### src/rtl/prog_loader.sv
// prog_loader: host-side sequencer for a single-cycle core.
// Loads a program from a valid/ready stream into instruction memory at word
// addresses 0,1,2,..., pulses the core's start, then times the run until the
// core raises done or the run reaches MAX_CYCLES.
//
// Ports:
//   clk, reset              rising-edge clock, asynchronous active-high reset
//   load_req, run_req       one-cycle requests (load+run / re-run only)
//   in_valid/in_data/in_last/in_ready   program word stream
//   im_wen/im_waddr/im_wdata            registered instruction-memory write
//   start, done             handshake with the core
//   busy                    high outside IDLE and FINISH
//   prog_len                words written by the last load
//   cycle_count             run-phase cycles until done
//   run_done, timeout, overflow         sticky status flags
module prog_loader #(
  parameter int ADDR_WIDTH   = 12,
  parameter int INSTR_WIDTH  = 9,
  parameter int START_CYCLES = 2,
  parameter int MAX_CYCLES   = 65535
) (
  input  logic                   clk,
  input  logic                   reset,
  input  logic                   load_req,
  input  logic                   run_req,
  input  logic                   in_valid,
  input  logic [INSTR_WIDTH-1:0] in_data,
  input  logic                   in_last,
  output logic                   in_ready,
  output logic                   im_wen,
  output logic [ADDR_WIDTH-1:0]  im_waddr,
  output logic [INSTR_WIDTH-1:0] im_wdata,
  output logic                   start,
  input  logic                   done,
  output logic                   busy,
  output logic [ADDR_WIDTH:0]    prog_len,
  output logic [31:0]            cycle_count,
  output logic                   run_done,
  output logic                   timeout,
  output logic                   overflow
);

  typedef enum logic [2:0] {
    S_IDLE, S_LOAD, S_START, S_RUN, S_FINISH
  } state_t;

  localparam int                   SC_W       = (START_CYCLES > 1) ? $clog2(START_CYCLES) : 1;
  localparam logic [SC_W-1:0]      START_LAST = SC_W'(START_CYCLES - 1);
  localparam logic [31:0]          MAX_COUNT  = 32'(MAX_CYCLES);
  localparam logic [ADDR_WIDTH-1:0] TOP_ADDR  = '1;

  state_t                  state_q, state_d;
  logic [ADDR_WIDTH-1:0]   addr_q;
  logic [SC_W-1:0]         start_cnt_q;
  // Set once the final word is accepted; closes in_ready while the last
  // write is still being issued.
  logic                    load_end_q;

  logic go_load, go_run, accept, final_word, at_top;

  assign at_top = (addr_q == TOP_ADDR);

  // NOTE: every signal written here gets a default first, so no path leaves a
  // value unassigned and no latch is inferred.
  always_comb begin
    state_d    = state_q;
    in_ready   = 1'b0;
    start      = 1'b0;
    busy       = 1'b0;
    go_load    = 1'b0;
    go_run     = 1'b0;
    accept     = 1'b0;
    final_word = 1'b0;
    case (state_q)
      S_IDLE, S_FINISH: begin
        // load_req has priority; a re-run needs a non-empty program.
        if (load_req) begin
          state_d = S_LOAD;
          go_load = 1'b1;
        end else if (run_req && prog_len != '0) begin
          state_d = S_START;
          go_run  = 1'b1;
        end
      end
      S_LOAD: begin
        busy       = 1'b1;
        in_ready   = !load_end_q;
        accept     = in_valid && !load_end_q;
        final_word = accept && (in_last || at_top);
        // The final write is on the bus this cycle; start follows it.
        if (load_end_q) state_d = S_START;
      end
      S_START: begin
        busy  = 1'b1;
        start = 1'b1;
        if (start_cnt_q == START_LAST) state_d = S_RUN;
      end
      S_RUN: begin
        busy = 1'b1;
        if (done || cycle_count == MAX_COUNT) state_d = S_FINISH;
      end
      default: state_d = S_IDLE;
    endcase
  end

  // NOTE: sequential state uses non-blocking assignments so every register
  // samples the pre-edge values regardless of statement order.
  always_ff @(posedge clk or posedge reset) begin
    if (reset) state_q <= S_IDLE;
    else       state_q <= state_d;
  end

  always_ff @(posedge clk or posedge reset) begin
    if (reset) begin
      addr_q      <= '0;
      start_cnt_q <= '0;
      load_end_q  <= 1'b0;
      im_wen      <= 1'b0;
      im_waddr    <= '0;
      im_wdata    <= '0;
      prog_len    <= '0;
      cycle_count <= '0;
      run_done    <= 1'b0;
      timeout     <= 1'b0;
      overflow    <= 1'b0;
    end else begin
      im_wen      <= accept;
      start_cnt_q <= (state_q == S_START) ? start_cnt_q + 1'b1 : '0;

      if (accept) begin
        im_waddr <= addr_q;
        im_wdata <= in_data;
        prog_len <= prog_len + 1'b1;
        // No wrap-around: the top address is the last one ever written.
        if (!at_top)             addr_q   <= addr_q + 1'b1;
        if (at_top && !in_last)  overflow <= 1'b1;
      end
      if (final_word) load_end_q <= 1'b1;

      if (state_q == S_RUN) begin
        if (done) begin
          run_done <= 1'b1;
        end else if (cycle_count == MAX_COUNT) begin
          run_done <= 1'b1;
          timeout  <= 1'b1;
        end else begin
          cycle_count <= cycle_count + 1'b1;
        end
      end

      if (go_load) begin
        addr_q      <= '0;
        load_end_q  <= 1'b0;
        prog_len    <= '0;
        cycle_count <= '0;
        run_done    <= 1'b0;
        timeout     <= 1'b0;
        overflow    <= 1'b0;
      end
      if (go_run) begin
        cycle_count <= '0;
        run_done    <= 1'b0;
        timeout     <= 1'b0;
      end
    end
  end

endmodule

### config.mk
export PLATFORM = sky130hd
export DESIGN_NAME = prog_loader
export DESIGN_NICKNAME = d
export VERILOG_FILES = /design/src/rtl/prog_loader.sv
export SDC_FILE = /design/constraint.sdc
export NUM_CORES = 1
export LEC_CHECK = 0
export BUFFER_PORTS_ARGS = -buffer_cell sky130_fd_sc_hd__buf_2
export CORE_UTILIZATION = 40
export CTS_BUF_LIST = sky130_fd_sc_hd__clkbuf_8 sky130_fd_sc_hd__clkbuf_16
export DETAILED_ROUTE_END_ITERATION = 8
export SLEW_MARGIN = 20
export SYNTH_ARGS = -nofsm -noshare
export SYNTH_HDL_FRONTEND = slang
export SYNTH_SLANG_ARGS = --single-unit
### constraint.sdc
create_clock -name clk -period 4.7 [get_ports clk]
set_input_delay 0.47 -clock clk [delete_from_list [all_inputs] [get_ports clk]]
set_output_delay 0.47 -clock clk [all_outputs]
set_load 0.01 [all_outputs]
## After elaboration in Yosys (flattened, before gate mapping)

Cells that the tools add are included.

- Flip-flop bits (word level): 87
- Input bits: 16
- Output and inout bits: 73
- Logic and storage cells: 94

- Add/sub/neg operators: 4
- Equal/unequal tests: 13
- Muxes and demuxes: 41
- Reductions and logical operators: 24

Operators by type and width:

| operator | number |
|---|---|
| $mux W32 | 5 |
| $mux W12 | 3 |
| $add A32 B1 Y32 const B | 1 |
| $eq A32 B16 Y1 const B | 1 |
| $mux W13 | 2 |
| $mux W1 | 25 |
| $mux W3 | 5 |
| $add A13 B1 Y13 const B | 1 |
| $reduce_bool A13 Y1 | 1 |
| $add A12 B1 Y12 const B | 1 |
| $eq A12 B12 Y1 const B | 1 |
| $pmux W3 S4 | 1 |
| $ne A2 B2 Y1 const B | 4 |
| $eq A3 B2 Y1 const B | 2 |
| $ne A3 B3 Y1 const B | 2 |
| $reduce_and A2 Y1 | 3 |
| $reduce_and A3 Y1 | 2 |
| $reduce_bool A2 Y1 | 3 |
| $reduce_bool A3 Y1 | 2 |
| $logic_and A1 B1 Y1 | 4 |
| $reduce_and A4 Y1 | 1 |
| $reduce_bool A4 Y1 | 1 |
| $eq A3 B1 Y1 const B | 1 |
| $eq A3 B3 Y1 const B | 1 |
| 7 further kinds | 9 |

## Longest topological paths before layout

Gate-level depths: netlist of run 1.

- Depth in word-level cells: 7
- Mapped depth: 8
- Gate-level depth less buffers: 7

## Worst setup path before layout of run 1

No wires, ideal clock.

- Path kind: flip-flop to flip-flop
- Start: register cycle_count[0]
- End: register cycle_count[18]
- Arrival: 1.924 ns
- Setup slack: 2.698 ns
- Stages on the path, launching flop included: 7
- Buffers on the path: 0
- Path through: dfrtp_1 ha_1 nand3_1 nor4_2 o21ai_2 or4_1 a21oi_1

- Longest elaborated chain between the ends: 6
- Elaborated cells on any way between the ends: 9
- Classes of those cells: 1 x add/sub; 2 x eq/ne; 5 x mux; 1 x reduce/logical

RTL lines:

| what | RTL line | source |
|---|---|---|
| from (decl) | 37 | `output logic [31:0] cycle_count,` |
| from (signal assigned) | 147 | `cycle_count <= cycle_count + 1'b1;` |
| $add A32 B1 Y32 | 147 |  |
| $mux W32 | 143 | `end else if (cycle_count == MAX_COUNT) begin` |
| $mux W32 | 141 | `if (done) begin` |
| $mux W32 | 140 | `if (state_q == S_RUN) begin` |
| $mux W32 | 151 | `if (go_load) begin` |
| $mux W32 | 160 | `if (go_run) begin` |

Several ways; a longest one is shown, not always the timed one. The select of a mux whose other input is x is not followed.
A chain may end at the register's enable or synchronous reset.

## Worst setup path after layout of run 1

- Start: register prog_len[0]
- End: register cycle_count[3]

- Longest elaborated chain between the ends: 7
- Elaborated cells on any way between the ends: 10
- Classes of those cells: 2 x eq/ne; 4 x mux; 4 x reduce/logical

RTL lines:

| what | RTL line | source |
|---|---|---|
| from (decl) | 36 | `output logic [ADDR_WIDTH:0] prog_len,` |
| from (signal assigned) | 133 | `prog_len <= prog_len + 1'b1;` |
| $reduce_bool A13 Y1 (*) | 80 | `end else if (run_req && prog_len != '0) begin` |
| $logic_and A1 B1 Y1 (*) | 80 |  |
| $mux W1 (*) | 80 |  |
| $mux W1 (*) | 77 | `if (load_req) begin` |
| $mux W1 (*) | 74 | `case (state_q)` |
| $ne A3 B3 Y1 (no line) (tied with other cells) | n/a |  |
| $reduce_and A3 Y1 (no line) | n/a |  |

Every way passes the cells marked *; elsewhere a longest branch is shown, timed or not.

==> PnR_summary.wiki, run 1 <==
{| class="wikitable"
! Metric !! Value
|-
| CTS tree || built
|-
| Worst voltage drop across the vdd grid || 0.0001769 V
|-
| Fin Clk Skew || 15.82 ps
|-
| Input/output buffers || 88
|-
| Cell area after synthesis || 4364 µm²
|-
| Worst max-slew margin expressed relative to the limit || 26.98%
|-
| Count of antenna diodes in the layout || 0
|-
| Dpl cell area || 4906 µm²
|-
| Pre-CTS WS || 2035 ps
|-
| Combinational cell fraction of total power || 25.1%
|-
| Simple-gate share of the synthesized area || 30.50%
|-
| Global-route wire length before repair || 17.90 mm
|-
| Total Nets Final || 574
|-
| Sequential fraction of design power || 49.1%
|-
| Count of state elements after synthesis || 87
|-
| Number of global-route vias before repair || 3,650
|-
| Initial DRT Pass Iterations || 4
|-
| Routed WL || 10.47 mm
|-
| Avg WL per Cell || 15.07 µm
|-
| Placed wire-length estimate || 7.098 mm
|-
| Number of DRC violations after detailed routing || 0
|-
| Number of distinct standard cells referenced by the synthesized netlist || 52
|-
| Number of cell rows || 37
|-
| Biggest fanout along the worst timing path || 13
|-
| Share of synthesized area occupied by flip-flops and latches || 49.89%
|-
| Max Clk Rate || 0.3786 GHz
|-
| Mean instance size in the synthesized netlist || 9.207 µm²
|-
| Fraction of synthesized cell area in xor and xnor cells || 3.612%
|-
| Crit start category || flop
|-
| Worst setup EP type || flop
|-
| CTS sink count || 87
|-
| Die footprint || 11,330 µm²
|-
| CP required || 4960 ps
|-
| Max stage delay cell, worst path || sky130_fd_sc_hd__nor2_1
|-
| Number of instances in the synthesized netlist || 474
|-
| Overall via count from detail_route || 3,829
|-
| Number of cells upsized or downsized after cts || 0
|-
| Number of DRC violations after detailed-routing iteration 0 || 155
|-
| Avg Vias per Cell || 5.509
|-
| Sum of negative setup slack || 0 ps
|-
| Internal Pwr Total || 0.001191 W
|-
| Number of buffers and inverters on the critical path || 1
|-
| Ordered list of cells on the worst path || inv_1 -> ha_1 -> nor4b_1 -> a31oi_1 -> nor2_1 -> o311ai_0 -> o31ai_1
|-
| Layout Cell Area excl Fill || 5109 µm²
|-
| Clock share of power || 25.8%
|-
| Initial cell density of the core || 41.71%
|-
| Main combinational cell family by area after synthesis || simple AND/OR/NAND/NOR gates
|-
| Skew-Pair Late Insertion Delay || 360 ps
|-
| Post-route ant nets || 0
|-
| Floorplan die width || 106.5 µm
|-
| Buffers inserted during post-CTS setup optimization || 0
|-
| Final critical-path required period || 2641 ps
|-
| Maximum number of pins on one net before global-route repair || 50
|-
| HP Class || in2async
|-
| Total number of H-tree levels || 3
|-
| Hold buffer count at cts || 0
|-
| Worst-margin pin slew || 1091 ps
|-
| Arrival time of data at the critical path endpoint || 2900 ps
|-
| Compound-cell area share of the yosys netlist || 10.67%
|-
| I/O pins || 89
|-
| Switching share of power || 36.84%
|-
| Initial antenna violation count || 0
|-
| Slowest stage delay, CP || 840 ps
|-
| Number of maximum-capacitance violations || 0
|-
| Final Setup Violations || 0
|-
| Final Worst Setup Slack || 2059 ps
|-
| Net switching power || 0.0006946 W
|-
| All-Layer GR Usage || 19.85%
|-
| RSZ-0062 raised after global routing || false
|-
| Pins Over Slew Limit || 0
|-
| Final cell utilization of the core || 48.83%
|-
| Synth warn || 0
|-
| Buffer cell driving the clock tree root || sky130_fd_sc_hd__clkbuf_8
|-
| Clock buffers created by TritonCTS || 9
|-
| Total nets after synthesis || 494
|-
| Growth of design area from synthesis to finish || 17.06%
|-
| Floorplan die height || 106.5 µm
|-
| Clock Tree Buf Depth || 2
|-
| Multiplexer fraction of the synthesized cell area || 0.6881%
|-
| Final period utilization || 56.20%
|-
| Endpoints failing hold || 0
|-
| Gr ovfl total || 0
|-
| Cell family with the largest share of critical-path delay || simple AND/OR/NAND/NOR gates
|-
| Placeable core region || 10,460 µm²
|-
| Final Wtd Congestion || 0.7890
|-
| Worst-path clk slew || 100 ps
|-
| Pleak || 2.408 nW
|-
| Result of the run || finished clean
|-
| Pwr/cell area || 369.1 nW/µm²
|-
| Critical path class || reg2reg
|-
| Fraction of the mapped netlist area in adder cells || 1.147%
|-
| Fraction of layout instances using a drive strength above 1 || 22.90%
|}
[logic make-up after synthesis]
logic type / count (synthesis)
xor gates and xnor gates: 18
and+or+nand+nor: 247
buffers and inverters: 36
adders and majority gates: 4
muxes: 3
DFF: 87
AOI/OAI and AO/OA: 79
[worst reg2reg max path, stage by stage, from the launching register on]
cell	delay, ps
sky130_fd_sc_hd__dfrtp_1	440
sky130_fd_sc_hd__inv_1	80
sky130_fd_sc_hd__ha_1	130
sky130_fd_sc_hd__nor4b_1	470
sky130_fd_sc_hd__a31oi_1	170
sky130_fd_sc_hd__nor2_1	840
sky130_fd_sc_hd__o311ai_0	300
sky130_fd_sc_hd__o31ai_1	130
[final cells by class]
type                    instances  area, µm²
clock buffers                   9      123.9
inverters                      13      50.05
repair buffers                 92      478.0
fillers                      1063       5354
clock inverters                 7      55.05
flip-flops and latches         87       2177
multi-input cells             351       2054
well taps                     136      170.2
[layout by cell type (no fill, tap or decap), drive strengths merged, types with 3 or more instances in the layout]
master,count
nand2,96
buf,92
dfrtp,87
nor2,33
a21oi,31
o21ai,23
nand4,21
nand3,20
nor4,16
xnor2,15
or4,14
inv,14
or3,13
o31ai,12
nor3,12
clkbuf,9
o211ai,5
ha,4
or2,4
nor4b,4
clkinv,4
nand2b,3
mux2i,3
xor2,3
[per-layer routing]
metal | vias to the layer above | track usage [%] | routed length, µm
met5 | - | 0 | 0
met4 | 0 | 6.556 | 161
met3 | 14 | 3.801 | 429
met2 | 83 | 33.07 | 4969
met1 | 1880 | 25.93 | 4912
li1 | 1852 | - | -
[state kept, by name, summed over array words and instances (netlist names)]
name,cells
run_done,1
im_wen,1
im_waddr,12
im_wdata,9
addr_q,12
overflow,1
cycle_count,32
prog_len,13
start_cnt_q,1
timeout,1
load_end_q,1
state_q,3
[synth_stat cells, drive strengths merged]
cell,instances,area share [%]
a31oi,2,0.29
and4,2,0.40
xor2,3,0.60
nand3b,1,0.17
buf,12,1.4
a311oi,2,0.40
nand3,20,2.3
o211ai,5,0.86
o21a,1,0.17
clkbuf,11,0.95
nand4bb,1,0.26
nand2,96,8.3
or3,13,1.9
o32ai,1,0.20
or4,14,2.5
and2,2,0.29
o2111ai,1,0.20
mux2i,3,0.69
nor3b,2,0.72
a21oi,31,3.6
xnor2,15,3.0
inv,13,1.1
o21ai,23,2.7
nand2b,3,0.43
ha,4,1.1
o31ai,12,2.1
nor3,12,1.4
nor4,16,3.2
o311ai,1,0.20
dfrtp,87,50
nor4b,4,1.3
nand4,21,3.5
or3b,1,0.20
or2,4,0.57
and3,2,0.29
nor2,33,2.8
[path summary, 6_finish.rpt]
kind,startpoint,end,slack [ps],cells past startpoint
max reg2reg,prog_len[0],cycle_count[3],2060,7
min reg2reg,start_cnt_q,start_cnt_q,440,1
min in group clk,in_data[2],im_wdata[2],300,3
min,reset,cycle_count[27],180,2
max,prog_len[0],cycle_count[3],2060,7
max in group asynchronous,reset,im_waddr[0],3450,3
[per-stage QoR]
stage	hold WS [ps]	power (W)	std cells
detailed placement	424.2	0.001423	678
CTS	191.4	0.001911	694
global placement	427.5	0.001414	678
floorplan	402.7	0.001250	474
finish	175.7	0.001885	695
global route	221.8	0.002013	695
[power by group through the flow]
stage          Combinational, W  Sequential (W)  Clock (W)
6_report               0.000474        0.000926   0.000486
3_5_place_dp           0.000483        0.000940          0
3_3_place_gp           0.000478        0.000936          0
2_1_floorplan          0.000314        0.000935          0
5_1_grt                0.000537        0.000939   0.000536
4_1_cts                0.000484        0.000925   0.000502
(Power assumes the default switching activity.)
==> inputs of run 2 (changes only) <==
ABC_AREA = 1   (was default)
clock period = 2.7 ns   (was 4.7 ns; I/O delays follow)
==> run 2 against run 1 <==
Compared with the run above:
- die area up 14%
- non-clock buffer count up 4
- clock power up 130%
- critical path depth up 3
- flip-flop and latch count unchanged
- first-iteration DRC count up 65%
- fmax up 26%
- utilization down 0.20 points
- critical path type unchanged
- critical endpoint is now addr_q[2]
==> PnR_summary.wiki, run 2 <==
{| class="wikitable"
! Metric !! Value
|-
| Reg2reg setup slack || 600 ps (was 2060 ps)
|-
| Avg WL per Cell || 13.33 µm (was 15.07 µm)
|-
| Top-count cell post-synth || sky130_fd_sc_hd__nand2_1 (unchanged)
|-
| Total nets after synthesis || 741 (was 494)
|-
| Overall via count from detail_route || 4,833 (was 3,829)
|-
| Endpoints failing hold || 0 (unchanged)
|-
| Net switching power || 0.001501 W (was 0.0006946 W)
|-
| Initial antenna violation count || 0 (unchanged)
|-
| Top cells by instance count after synthesis || sky130_fd_sc_hd__nand2_1, sky130_fd_sc_hd__nor2_1, sky130_fd_sc_hd__dfrtp_1 (was sky130_fd_sc_hd__nand2_1, sky130_fd_sc_hd__dfrtp_1, sky130_fd_sc_hd__nor2_1)
|-
| Fraction of layout instances using a drive strength above 1 || 16.38% (was 22.90%)
|-
| Leading register cell type out of synthesis || sky130_fd_sc_hd__dfrtp_1 (unchanged)
|-
| Worst-path clk slew || 60 ps (was 100 ps)
|-
| Post-route ant nets || 0 (unchanged)
|-
| Initial cell density of the core || 41.36% (was 41.71%)
|-
| Worst max-slew margin expressed relative to the limit || 39.78% (was 26.98%)
|-
| Flip-flop count of the largest register after layout || 32 (unchanged)
|-
| Clock share of power || 27.7% (was 25.8%)
|-
| First element of the critical path || addr_q[1] (was prog_len[0])
|-
| Global-route wire length before repair || 22.22 mm (was 17.90 mm)
|-
| Skew-Pair Late Insertion Delay || 340 ps (was 360 ps)
|-
| Final Setup Violations || 0 (unchanged)
|-
| Gr ovfl total || 0 (unchanged)
|-
| Sequential fraction of design power || 41.3% (was 49.1%)
|-
| Initial DRT Pass Iterations || 4 (unchanged)
|-
| Pins Over Slew Limit || 0 (unchanged)
|-
| Number of buffers and inverters on the critical path || 1 (unchanged)
|-
| CP dominant cell by count || sky130_fd_sc_hd__nand2_1
|-
| Registers with the most flip-flops || cycle_count: 32 flops, prog_len: 13 flops (unchanged)
|-
| Worst-margin pin slew || 902.2 ps (was 1091 ps)
|-
| Number of instances in the synthesized netlist || 721 (was 474)
|-
| Avg Vias per Cell || 4.902 (was 5.509)
|-
| Buffers inserted during post-CTS setup optimization || 0 (unchanged)
|-
| Proportion of register bits with asynchronous set or reset after synthesis || 100.0% (unchanged)
|-
| All-Layer GR Usage || 21.66% (was 19.85%)
|-
| Cell types occupying the most area after synthesis || sky130_fd_sc_hd__dfrtp_1, sky130_fd_sc_hd__nand2_1, sky130_fd_sc_hd__nor2_1 (was sky130_fd_sc_hd__dfrtp_1, sky130_fd_sc_hd__nand2_1, sky130_fd_sc_hd__a21oi_1)
|-
| Arrival time of data at the critical path endpoint || 2330 ps (was 2900 ps)
|-
| Crit start category || flop (unchanged)
|-
| Sum of negative setup slack || 0 ps (unchanged)
|-
| Sequential Area || 2177 µm² (unchanged)
|-
| Number of cells upsized or downsized after cts || 0 (unchanged)
|-
| Combinational cell fraction of total power || 31.0% (was 25.1%)
|-
| Final Wtd Congestion || 0.8834 (was 0.7890)
|-
| Final cell utilization of the core || 48.63% (was 48.83%)
|-
| Floorplan die width || 113.9 µm (was 106.5 µm)
|-
| Final critical-path required period || 2104 ps (was 2641 ps)
|-
| Cell family with the largest share of critical-path delay || simple AND/OR/NAND/NOR gates (unchanged)
|-
| Number of global-route vias before repair || 4,597 (was 3,650)
|-
| CP required || 2920 ps (was 4960 ps)
|-
| Input/output buffers || 88 (unchanged)
|-
| Clock buffers created by TritonCTS || 9 (unchanged)
|-
| Total number of H-tree levels || 3 (unchanged)
|-
| Die footprint || 12,980 µm² (was 11,330 µm²)
|-
| Multi-input gate area || 2446 µm² (was 2054 µm²)
|-
| Floorplan die height || 113.9 µm (was 106.5 µm)
|-
| Cell area after synthesis || 5010 µm² (was 4364 µm²)
|-
| Top-area cell type share of the netlist area || 43.46% (was 49.89%)
|-
| Cell accounting for the most synthesized area || sky130_fd_sc_hd__dfrtp_1 (unchanged)
|-
| Worst voltage drop across the vdd grid || 0.0003692 V (was 0.0001769 V)
|-
| Placed wire-length estimate || 9.617 mm (was 7.098 mm)
|-
| Critical path class || reg2reg (unchanged)
|-
| Ordered list of cells on the worst path || ha_1 -> nand3_1 -> nor3_1 -> nand2_1 -> nand2_2 -> inv_1 -> nand2_1 -> nand2_1 -> nand2_1 -> nor2_1 (was inv_1 -> ha_1 -> nor4b_1 -> a31oi_1 -> nor2_1 -> o311ai_0 -> o31ai_1)
|-
| Max stage delay cell, worst path || sky130_fd_sc_hd__nor3_1 (was sky130_fd_sc_hd__nor2_1)
|-
| Share of synthesized area occupied by flip-flops and latches || 43.46% (was 49.89%)
|-
| Routed WL || 13.14 mm (was 10.47 mm)
|-
| Commonest cells after routing, fill and taps aside || sky130_fd_sc_hd__nand2_1, sky130_fd_sc_hd__nor2_1, sky130_fd_sc_hd__buf_2 (was sky130_fd_sc_hd__nand2_1, sky130_fd_sc_hd__buf_2, sky130_fd_sc_hd__dfrtp_1)
|-
| Fin Clk Skew || 6.039 ps (was 15.82 ps)
|-
| R2r startpoint || addr_q[1] (was prog_len[0])
|-
| Number of maximum-capacitance violations || 0 (unchanged)
|-
| Fill count || 1,256 (was 1,063)
|-
| Count of antenna diodes in the layout || 0 (unchanged)
|-
| Count of state elements after synthesis || 87 (unchanged)
|-
| Max Clk Rate || 0.4752 GHz (was 0.3786 GHz)
|-
| Internal Pwr Total || 0.002501 W (was 0.001191 W)
|-
| Number of DRC violations after detailed-routing iteration 0 || 256 (was 155)
|-
| Largest register by flop count || cycle_count (unchanged)
|-
| Biggest fanout along the worst timing path || 9 (was 13)
|-
| HP Class || in2async (unchanged)
|-
| Hold buffer count at cts || 0 (unchanged)
|-
| Synth warn || 0 (unchanged)
|-
| Number of distinct standard cells referenced by the synthesized netlist || 30 (was 52)
|-
| Growth of design area from synthesis to finish || 17.56% (was 17.06%)
|-
| Placeable core region || 12,110 µm² (was 10,460 µm²)
|-
| Pwr/cell area || 679.5 nW/µm² (was 369.1 nW/µm²)
|-
| RSZ-0062 raised after global routing || false (unchanged)
|-
| Slowest stage delay, CP || 430 ps (was 840 ps)
|-
| Buffer cell driving the clock tree root || sky130_fd_sc_hd__clkbuf_16 (was sky130_fd_sc_hd__clkbuf_8)
|-
| Switching share of power || 37.51% (was 36.84%)
|-
| Total Nets Final || 833 (was 574)
|-
| Number of enable flip-flop cells after synthesis || 0 (unchanged)
|-
| Clock Tree Buf Depth || 2 (unchanged)
|-
| Pleak || 3.088 nW (was 2.408 nW)
|-
| Worst setup EP type || flop (unchanged)
|-
| Final period utilization || 77.94% (was 56.20%)
|-
| CTS sink count || 87 (unchanged)
|-
| CTS tree || built (unchanged)
|-
| I/O pins || 89 (unchanged)
|-
| Mean instance size in the synthesized netlist || 6.948 µm² (was 9.207 µm²)
|-
| Result of the run || finished clean (unchanged)
|-
| Maximum number of pins on one net before global-route repair || 47 (was 50)
|-
| Number of cell rows || 40 (was 37)
|-
| Most frequent standard cell in the layout excluding fill and tap cells || sky130_fd_sc_hd__nand2_1 (unchanged)
|-
| Number of DRC violations after detailed routing || 0 (unchanged)
|}
[run 2: cell types whose count changed in the layout (fill, tap and decap cells not counted), sizes merged, moves of 14 or more]
cell / change
or4: -14
inv: +66
a21oi: -21
nor4: -16
nor2: +104
nand3: +36
nand2: +154
[run 2: per-stage QoR]
step	worst slack, ps	cell area [µm²]	hold slack [ps]	power, W	cells
global route	397.9	5889	135.7	0.004265	986
detailed placement	644.1	5630	406.9	0.002918	970
global placement	737.8	5630	400.6	0.002890	970
floorplan	179.8	5010	386.7	0.002543	721
CTS	624.1	5889	92.83	0.004037	986
finish	595.5	5889	54.61	0.004002	986
[run 2: worst paths after layout]
kind                                  endpoint  cells past startpoint
max in group asynchronous       cycle_count[5]                      3
worst max register to register       addr_q[2]                     10
worst min-delay path                 addr_q[1]                      2
worst min register to register     start_cnt_q                      1
min in group clk                   im_wdata[1]                      3
worst max-delay path                 addr_q[2]                     10
[run 2: power groups by stage]
stage,combinational (W),clock [W],sequential (W)
finish,0.00124,0.00111,0.00165
global route,0.00140,0.00118,0.00168
global placement,0.00122,0,0.00166
CTS,0.00125,0.00113,0.00165
detailed placement,0.00124,0,0.00168
floorplan,0.000801,0,0.00174
[run 2: routing by layer]
metal	share of wire (%)	global-route usage [%]
met5	0	0
met4	1.2	7.792
met3	5.5	3.241
met2	46	34.31
met1	48	30.25
[run 2: layout make-up]
| class | instances | share of cell area, % |
|---|---|---|
| tap | 168 | 3.569 |
| inverter | 78 | 5.035 |
| clock inverter | 7 | 0.5736 |
| clock buffer | 9 | 3.824 |
| sequential | 87 | 36.97 |
| multi-input combinational | 541 | 41.53 |
| timing repair buffer | 96 | 8.498 |
[run 2: kinds of logic after synthesis]
logic type | Yosys count | synth area share (%)
AO/OA/AOI/OAI | 48 | 5.170
XOR/XNOR | 12 | 2.098
adder cells (fa/ha/maj) | 4 | 0.9990
buffers and inverters | 93 | 7.717
flip-flops | 87 | 43.46
AND/OR/NAND/NOR | 477 | 40.56
